### src/rtl/alu_result_stage_pkg.sv
// Shared ALU definitions for the result stage: opcodes, flag bit indices,
// per-class PSR masks and the opcode-class decode.
package alu_result_stage_pkg;

   localparam int FLAG_N = 0;
   localparam int FLAG_L = 1;
   localparam int FLAG_F = 2;
   localparam int FLAG_C = 3;
   localparam int FLAG_Z = 4;

   localparam logic [4:0] MASK_NONE = 5'b00000;
   localparam logic [4:0] MASK_UNS  = (5'b00001 << FLAG_C) | (5'b00001 << FLAG_Z);
   localparam logic [4:0] MASK_SGN  = (5'b00001 << FLAG_F) | (5'b00001 << FLAG_Z);
   localparam logic [4:0] MASK_CMP  = (5'b00001 << FLAG_N) | (5'b00001 << FLAG_L) | (5'b00001 << FLAG_Z);
   localparam logic [4:0] MASK_LOG  = (5'b00001 << FLAG_Z);

   localparam logic [7:0] OP_NOP    = 8'h00;
   localparam logic [7:0] OP_ADDU   = 8'h01;
   localparam logic [7:0] OP_ADDUI  = 8'h02;
   localparam logic [7:0] OP_ADDCU  = 8'h03;
   localparam logic [7:0] OP_ADDCUI = 8'h04;
   localparam logic [7:0] OP_ADD    = 8'h05;
   localparam logic [7:0] OP_ADDI   = 8'h06;
   localparam logic [7:0] OP_ADDC   = 8'h07;
   localparam logic [7:0] OP_ADDCI  = 8'h08;
   localparam logic [7:0] OP_SUB    = 8'h09;
   localparam logic [7:0] OP_SUBI   = 8'h0A;
   localparam logic [7:0] OP_CMP    = 8'h0B;
   localparam logic [7:0] OP_CMPI   = 8'h0C;
   localparam logic [7:0] OP_CMPU   = 8'h0D;
   localparam logic [7:0] OP_CMPUI  = 8'h0E;
   localparam logic [7:0] OP_AND    = 8'h10;
   localparam logic [7:0] OP_ANDI   = 8'h11;
   localparam logic [7:0] OP_OR     = 8'h12;
   localparam logic [7:0] OP_ORI    = 8'h13;
   localparam logic [7:0] OP_XOR    = 8'h14;
   localparam logic [7:0] OP_XORI   = 8'h15;
   localparam logic [7:0] OP_NOT    = 8'h16;
   localparam logic [7:0] OP_LSH    = 8'h20;
   localparam logic [7:0] OP_LSHI   = 8'h21;
   localparam logic [7:0] OP_RSH    = 8'h22;
   localparam logic [7:0] OP_RSHI   = 8'h23;
   localparam logic [7:0] OP_ALSH   = 8'h24;
   localparam logic [7:0] OP_ALSHI  = 8'h25;
   localparam logic [7:0] OP_ARSH   = 8'h26;
   localparam logic [7:0] OP_ARSHI  = 8'h27;

   typedef struct packed {
      logic [4:0] mask;
      logic       we;
   } op_class_t;

   function automatic op_class_t op_decode(input logic [7:0] op);
      op_class_t c;
      c.mask = MASK_NONE;
      c.we   = 1'b0;
      case (op)
         OP_ADDU, OP_ADDUI, OP_ADDCU, OP_ADDCUI: begin
            c.mask = MASK_UNS;
            c.we   = 1'b1;
         end
         OP_ADD, OP_ADDI, OP_ADDC, OP_ADDCI, OP_SUB, OP_SUBI: begin
            c.mask = MASK_SGN;
            c.we   = 1'b1;
         end
         OP_CMP, OP_CMPI, OP_CMPU, OP_CMPUI: begin
            c.mask = MASK_CMP;
            c.we   = 1'b0;
         end
         OP_AND, OP_ANDI, OP_OR, OP_ORI, OP_XOR, OP_XORI, OP_NOT: begin
            c.mask = MASK_LOG;
            c.we   = 1'b1;
         end
         OP_LSH, OP_LSHI, OP_RSH, OP_RSHI, OP_ALSH, OP_ALSHI, OP_ARSH, OP_ARSHI: begin
            c.mask = MASK_NONE;
            c.we   = 1'b1;
         end
         default: begin
            c.mask = MASK_NONE;
            c.we   = 1'b0;
         end
      endcase
      return c;
   endfunction

endpackage

### src/rtl/alu_result_stage_skid_fifo2.sv
// Two-entry skid FIFO with valid/ready on both sides. The head register drives
// the output and holds its last value once the buffer drains.
module alu_result_stage_skid_fifo2 #(
   parameter int W     = 21,
   parameter int DEPTH = 2
) (
   input  logic         clk,
   input  logic         rst_n,
   input  logic         in_valid_i,
   output logic         in_ready_o,
   input  logic [W-1:0] in_data_i,
   output logic         out_valid_o,
   input  logic         out_ready_i,
   output logic [W-1:0] out_data_o
);

   localparam logic [1:0] FULL_COUNT = 2'(DEPTH);

   logic [1:0]   count_q, count_d;
   logic [W-1:0] head_q, head_d;
   logic [W-1:0] skid_q, skid_d;
   logic         in_ready_q, in_ready_d;
   logic         push_s, pop_s;

   assign push_s = in_valid_i & in_ready_q;
   assign pop_s  = (count_q != 2'd0) & out_ready_i;

   // Occupancy and entry movement; head always holds the oldest entry.
   always_comb begin
      count_d = count_q;
      head_d  = head_q;
      skid_d  = skid_q;
      case ({push_s, pop_s})
         2'b10: begin
            count_d = count_q + 2'd1;
            if (count_q == 2'd0) head_d = in_data_i;
            else                 skid_d = in_data_i;
         end
         2'b01: begin
            count_d = count_q - 2'd1;
            if (count_q == 2'd2) head_d = skid_q;
            else                 head_d = head_q;
         end
         // Simultaneous push and pop is only possible with exactly one entry.
         2'b11:   head_d  = in_data_i;
         default: count_d = count_q;
      endcase
      in_ready_d = (count_d < FULL_COUNT);
   end

   // State registers.
   always_ff @(posedge clk or negedge rst_n) begin
      if (!rst_n) begin
         count_q    <= 2'd0;
         head_q     <= '0;
         skid_q     <= '0;
         in_ready_q <= 1'b1;
      end else begin
         count_q    <= count_d;
         head_q     <= head_d;
         skid_q     <= skid_d;
         in_ready_q <= in_ready_d;
      end
   end

   assign in_ready_o  = in_ready_q;
   assign out_valid_o = (count_q != 2'd0);
   assign out_data_o  = head_q;

endmodule

### src/rtl/alu_result_stage.sv
// Execute/writeback boundary behind the ALU: buffers results for writeback,
// maintains the PSR from per-opcode flag masks and feeds carry back to the ALU.
module alu_result_stage
   import alu_result_stage_pkg::*;
#(
   parameter int DATA_W = 16,
   parameter int REG_AW = 4,
   parameter int DEPTH  = 2
) (
   input  logic              clk,
   input  logic              rst_n,
   input  logic              in_valid_i,
   output logic              in_ready_o,
   input  logic [7:0]        in_opcode_i,
   input  logic [DATA_W-1:0] in_result_i,
   input  logic [4:0]        in_flags_i,
   input  logic [REG_AW-1:0] in_dest_i,
   output logic              out_valid_o,
   input  logic              out_ready_i,
   output logic              wb_we_o,
   output logic [REG_AW-1:0] wb_dest_o,
   output logic [DATA_W-1:0] wb_data_o,
   output logic [4:0]        psr_o,
   output logic              carry_to_alu_o,
   input  logic              psr_wr_en_i,
   input  logic [4:0]        psr_wr_data_i
);

   localparam int ENTRY_W = 1 + REG_AW + DATA_W;

   op_class_t          cls_s;
   logic               accept_s;
   logic [DATA_W-1:0]  store_data_s;
   logic [ENTRY_W-1:0] entry_in_s, entry_out_s;
   logic [4:0]         psr_q, psr_d;

   assign cls_s    = op_decode(in_opcode_i);
   assign accept_s = in_valid_i & in_ready_o;

   // Non-writing entries store zero so an undriven result never reaches wb_data.
   assign store_data_s = cls_s.we ? in_result_i : '0;
   assign entry_in_s   = {cls_s.we, in_dest_i, store_data_s};

   alu_result_stage_skid_fifo2 #(
      .W     (ENTRY_W),
      .DEPTH (DEPTH)
   ) u_skid (
      .clk         (clk),
      .rst_n       (rst_n),
      .in_valid_i  (in_valid_i),
      .in_ready_o  (in_ready_o),
      .in_data_i   (entry_in_s),
      .out_valid_o (out_valid_o),
      .out_ready_i (out_ready_i),
      .out_data_o  (entry_out_s)
   );

   assign {wb_we_o, wb_dest_o, wb_data_o} = entry_out_s;

   // PSR update on accept so a dependent op in the next cycle sees the new carry.
   always_comb begin
      psr_d = psr_q;
      if (psr_wr_en_i) begin
         psr_d = psr_wr_data_i;
      end else if (accept_s) begin
         psr_d = (psr_q & ~cls_s.mask) | (in_flags_i & cls_s.mask);
      end else begin
         psr_d = psr_q;
      end
   end

   // PSR register.
   always_ff @(posedge clk or negedge rst_n) begin
      if (!rst_n) psr_q <= 5'b00000;
      else        psr_q <= psr_d;
   end

   assign psr_o          = psr_q;
   assign carry_to_alu_o = psr_q[FLAG_C];

endmodule

### config.mk
export PLATFORM = sky130hd
export DESIGN_NAME = alu_result_stage
export DESIGN_NICKNAME = d
export VERILOG_FILES = /design/src/rtl/alu_result_stage_pkg.sv /design/src/rtl/alu_result_stage_skid_fifo2.sv /design/src/rtl/alu_result_stage.sv
export SDC_FILE = /design/constraint.sdc
export NUM_CORES = 1
export LEC_CHECK = 0
export ABC_CLOCK_PERIOD_IN_PS = 3400
export BUFFER_PORTS_ARGS = -buffer_cell sky130_fd_sc_hd__buf_2
export CELL_PAD_IN_SITES_DETAIL_PLACEMENT = 0
export CELL_PAD_IN_SITES_GLOBAL_PLACEMENT = 1
export CORE_MARGIN = 10
export CORE_UTILIZATION = 36
export CTS_CLUSTER_DIAMETER = 40
export DETAILED_ROUTE_END_ITERATION = 8
export PLACE_DENSITY = 0.67
export SYNTH_ARGS = -nofsm -noshare
export SYNTH_HDL_FRONTEND = slang
export SYNTH_HIERARCHICAL = 1
export SYNTH_SLANG_ARGS = --single-unit
### constraint.sdc
create_clock -name clk -period 3.4 [get_ports clk]
set_input_delay 0.34 -clock clk [delete_from_list [all_inputs] [get_ports clk]]
set_output_delay 0.34 -clock clk [all_outputs]
set_load 0.005 [all_outputs]
==> impl_metrics.env <==
export IMPL_status="complete, no violations"
export IMPL_path_cells="or2_4, nand2_1, inv_1, ha_1, o21ai_0, a21oi_4, mux2_2"
export IMPL_vdd_ir_drop_worst_v=0.000322
export IMPL_clkLatencyLatePin_ps=310
export IMPL_hold_viol_final=0
export IMPL_syn_area_per_cell_um2=13.0
export IMPL_syn_inst=206
export IMPL_ff_latch_area_um2=1250
export IMPL_cts_setup_buffers=0
export IMPL_via_per_inst=4.70
export IMPL_critPathBufInv=1
export IMPL_drc=0
export IMPL_worstMarginPinSlew_ps=1050
export IMPL_grt_max_degree=41
export IMPL_fill_cells=704
export IMPL_rsz0062_at_grt="false"
export IMPL_synth_nets=253
export IMPL_cp_required_ps=3600
export IMPL_grt_pass1_vias=1959
export IMPL_numPortBuffers=71
export IMPL_routedWlPerCell_um=15.8
export IMPL_clock_skew_ps=14.6
export IMPL_diodes=0
export IMPL_gp_congestion=0.761
export IMPL_r2r_slack_ps=870
export IMPL_slew_viol_final=0
export IMPL_syn_to_final_growth_pct=19.7
export IMPL_start_util_pct=37.0
export IMPL_dieWidth_um=106
export IMPL_ys_seq_area_share_pct=46.7
export IMPL_relSlewSlack_pct=30.0
export IMPL_root_buffer="clkbuf_8"
export IMPL_cts_resized=0
export IMPL_cap_violations=0
export IMPL_dieHeight_um=106
export IMPL_worstPathMaxFanout=21
export IMPL_clk_path_buf_depth=2
export IMPL_ios=72
export IMPL_clkTransAtPathRegs_ps=110
export IMPL_slowest_delay_ps=850
export IMPL_start_kind="flip-flop"
export IMPL_arrival_ps=2730
export IMPL_nets=321
export IMPL_worst_setup_path_type="reg2reg"
export IMPL_clock_sinks=50
export IMPL_yosys_warnings=6
export IMPL_finalCritPeriodShare_pct=74.5
export IMPL_max_freq_ghz=0.395
export IMPL_drt_iter0_drc=45
export IMPL_finalNonFillerCells=374
export IMPL_overflow=0
export IMPL_layout_drive_gt1_share_pct=54.9
export IMPL_drtPass1Iterations=4
export IMPL_holdBufCountCts=0
export IMPL_power_leakage_nw=1.67
export IMPL_worstSetupEndpointType="flip-flop"
export IMPL_die_area_um2=11300
export IMPL_r2r_start="u_skid/count_q[0]"
export IMPL_antenna_found_initial=0
export IMPL_min_path_type="in2async"
export IMPL_design_core_area_um2=7250
export IMPL_fin_crit_ps=2530
export IMPL_routed_wl_um=5910
export IMPL_synth_cell_area_um2=2680
export IMPL_grt_pass1_wl_um=9820
export IMPL_row_count=31
export IMPL_via_count=1759
export IMPL_grt_use_total_pct=10.6
export IMPL_multi_input_comb_area_um2=1310
export IMPL_critPathTopFamily="compound AO/OA/AOI/OAI gates"
export IMPL_cts_tree="yes"
export IMPL_critPathSlowestCell="a21oi_4"
export IMPL_ant_nets=0
export IMPL_cts_buffers=5
export IMPL_tns_ps=0
export IMPL_setup_viol=0
export IMPL_cts_max_level=2
export IMPL_ys_ff_latch=50
export IMPL_place_detailed_hpwl_um=4170
export IMPL_powerDensity_nw_per_um2=689
export IMPL_place_inst=366
export IMPL_regToRegEndpoint="u_skid/out_data_o[20]"
export IMPL_r2r_cells=7
export IMPL_yosysUniqueCellTypes=36
## cells in the final DEF, fill, tap and decap left out, types with 2 or more instances in the layout
cell type	count
buf_2	71
dfrtp_1	49
mux2_2	43
mux2_4	20
and2_1	16
inv_1	10
nand2_1	6
o21ai_0	6
a2bb2oi_1	6
clkbuf_8	5
ha_1	4
mux2i_1	3
nor2_1	3
xor2_1	3
a21oi_1	2
nor2b_1	2
or3_4	2
xnor2_1	2
a41oi_1	2
buf_4	2
## metrics by stage
step	utilization, %	total power, W	setup slack (ps)	cell area (um2)	hold slack, ps
6_report	44.3	0.00221	867	3210	156
2_1_floorplan	-	0.00155	1420	2680	44.4
4_1_cts	44.3	0.00226	830	3210	192
5_1_grt	44.3	0.00237	696	3210	218
3_5_place_dp	42.7	0.00180	850	3100	487
3_3_place_gp	42.7	0.00178	927	3100	481
## worst max-delay path by stage
stage	slack [ps]	start	cells past startpoint	end
after floorplan	1420	in_opcode_i[2]	10	u_skid/out_data_o[14]
after global placement	930	u_skid/count_q[0]	7	u_skid/out_data_o[20]
after detailed placement	850	u_skid/count_q[0]	7	u_skid/out_data_o[20]
after CTS	830	u_skid/count_q[0]	7	u_skid/out_data_o[20]
after global routing	700	u_skid/count_q[0]	7	u_skid/out_data_o[20]
final	870	u_skid/count_q[0]	7	u_skid/out_data_o[20]
## synthesized netlist by cell type (all sizes together)
cell | instances | area share [%]
mux2 | 63 | 29
dfrtp | 49 | 46
and2 | 17 | 4.0
buf | 10 | 3.0
inv | 10 | 1.4
a2bb2oi | 6 | 2.0
nand2 | 6 | 0.84
o21ai | 6 | 1.1
a21oi | 4 | 1.0
ha | 4 | 1.9
mux2i | 3 | 1.1
nor2 | 3 | 0.42
xor2 | 3 | 0.98
a41oi | 2 | 0.65
clkbuf | 2 | 0.33
nor2b | 2 | 0.47
nor3 | 2 | 0.79
or2 | 2 | 0.56
or3 | 2 | 0.84
xnor2 | 2 | 0.65
a211o | 1 | 0.33
dfstp | 1 | 0.98
nand3 | 1 | 0.19
nor3b | 1 | 0.28
o31a | 1 | 0.33
o31ai | 1 | 0.28
o41a | 1 | 0.42
or4 | 1 | 0.28
## metal layers
| layer | global-route usage (%) | wire length, um | up-vias |
|---|---|---|---|
| met1 | 14.0 | 2850 | 848 |
| met3 | 3.38 | 322 | 6 |
| li1 | - | - | 858 |
| met4 | 2.61 | 53 | 0 |
| met2 | 16.4 | 2690 | 47 |
| met5 | 0 | 0 | - |
## worst reg2reg max path, stage by stage (launching register included)
cell	delay (ps)
dfrtp_1	420
or2_4	170
nand2_1	90
inv_1	70
ha_1	230
o21ai_0	170
a21oi_4	850
mux2_2	420
## cell type report
class,instances,share of cell area [%]
multi-input combinational,134,40.8
clock buffer,5,2.14
inverter,10,1.17
tap,99,3.86
clock inverter,3,1.52
timing repair buffer,73,11.5
sequential,50,39.0
## cells by family (layout without fill, tap and decap cells)
| family | count (synthesis) | in the layout | share of synthesized area (%) |
|---|---|---|---|
| AOI/OAI and AO/OA | 22 | 22 | 6.11 |
| xor gates and xnor gates | 5 | 5 | 1.63 |
| adders and majority gates | 4 | 4 | 1.86 |
| buffers and inverters | 22 | 91 | 4.76 |
| DFF | 50 | 50 | 46.7 |
| muxes | 66 | 66 | 30.3 |
| and+or+nand+nor | 37 | 37 | 8.63 |
## where the power goes
| group | internal, W | total, W | switching, W | leakage, nW |
|---|---|---|---|---|
| Sequential | 0.000790 | 0.000892 | 0.000102 | 0.651 |
| Combinational | 0.000490 | 0.000877 | 0.000387 | 0.964 |
| Clock | 0.000225 | 0.000444 | 0.000220 | 0.0563 |
Note: power is estimated with default switching activity, not from simulation.
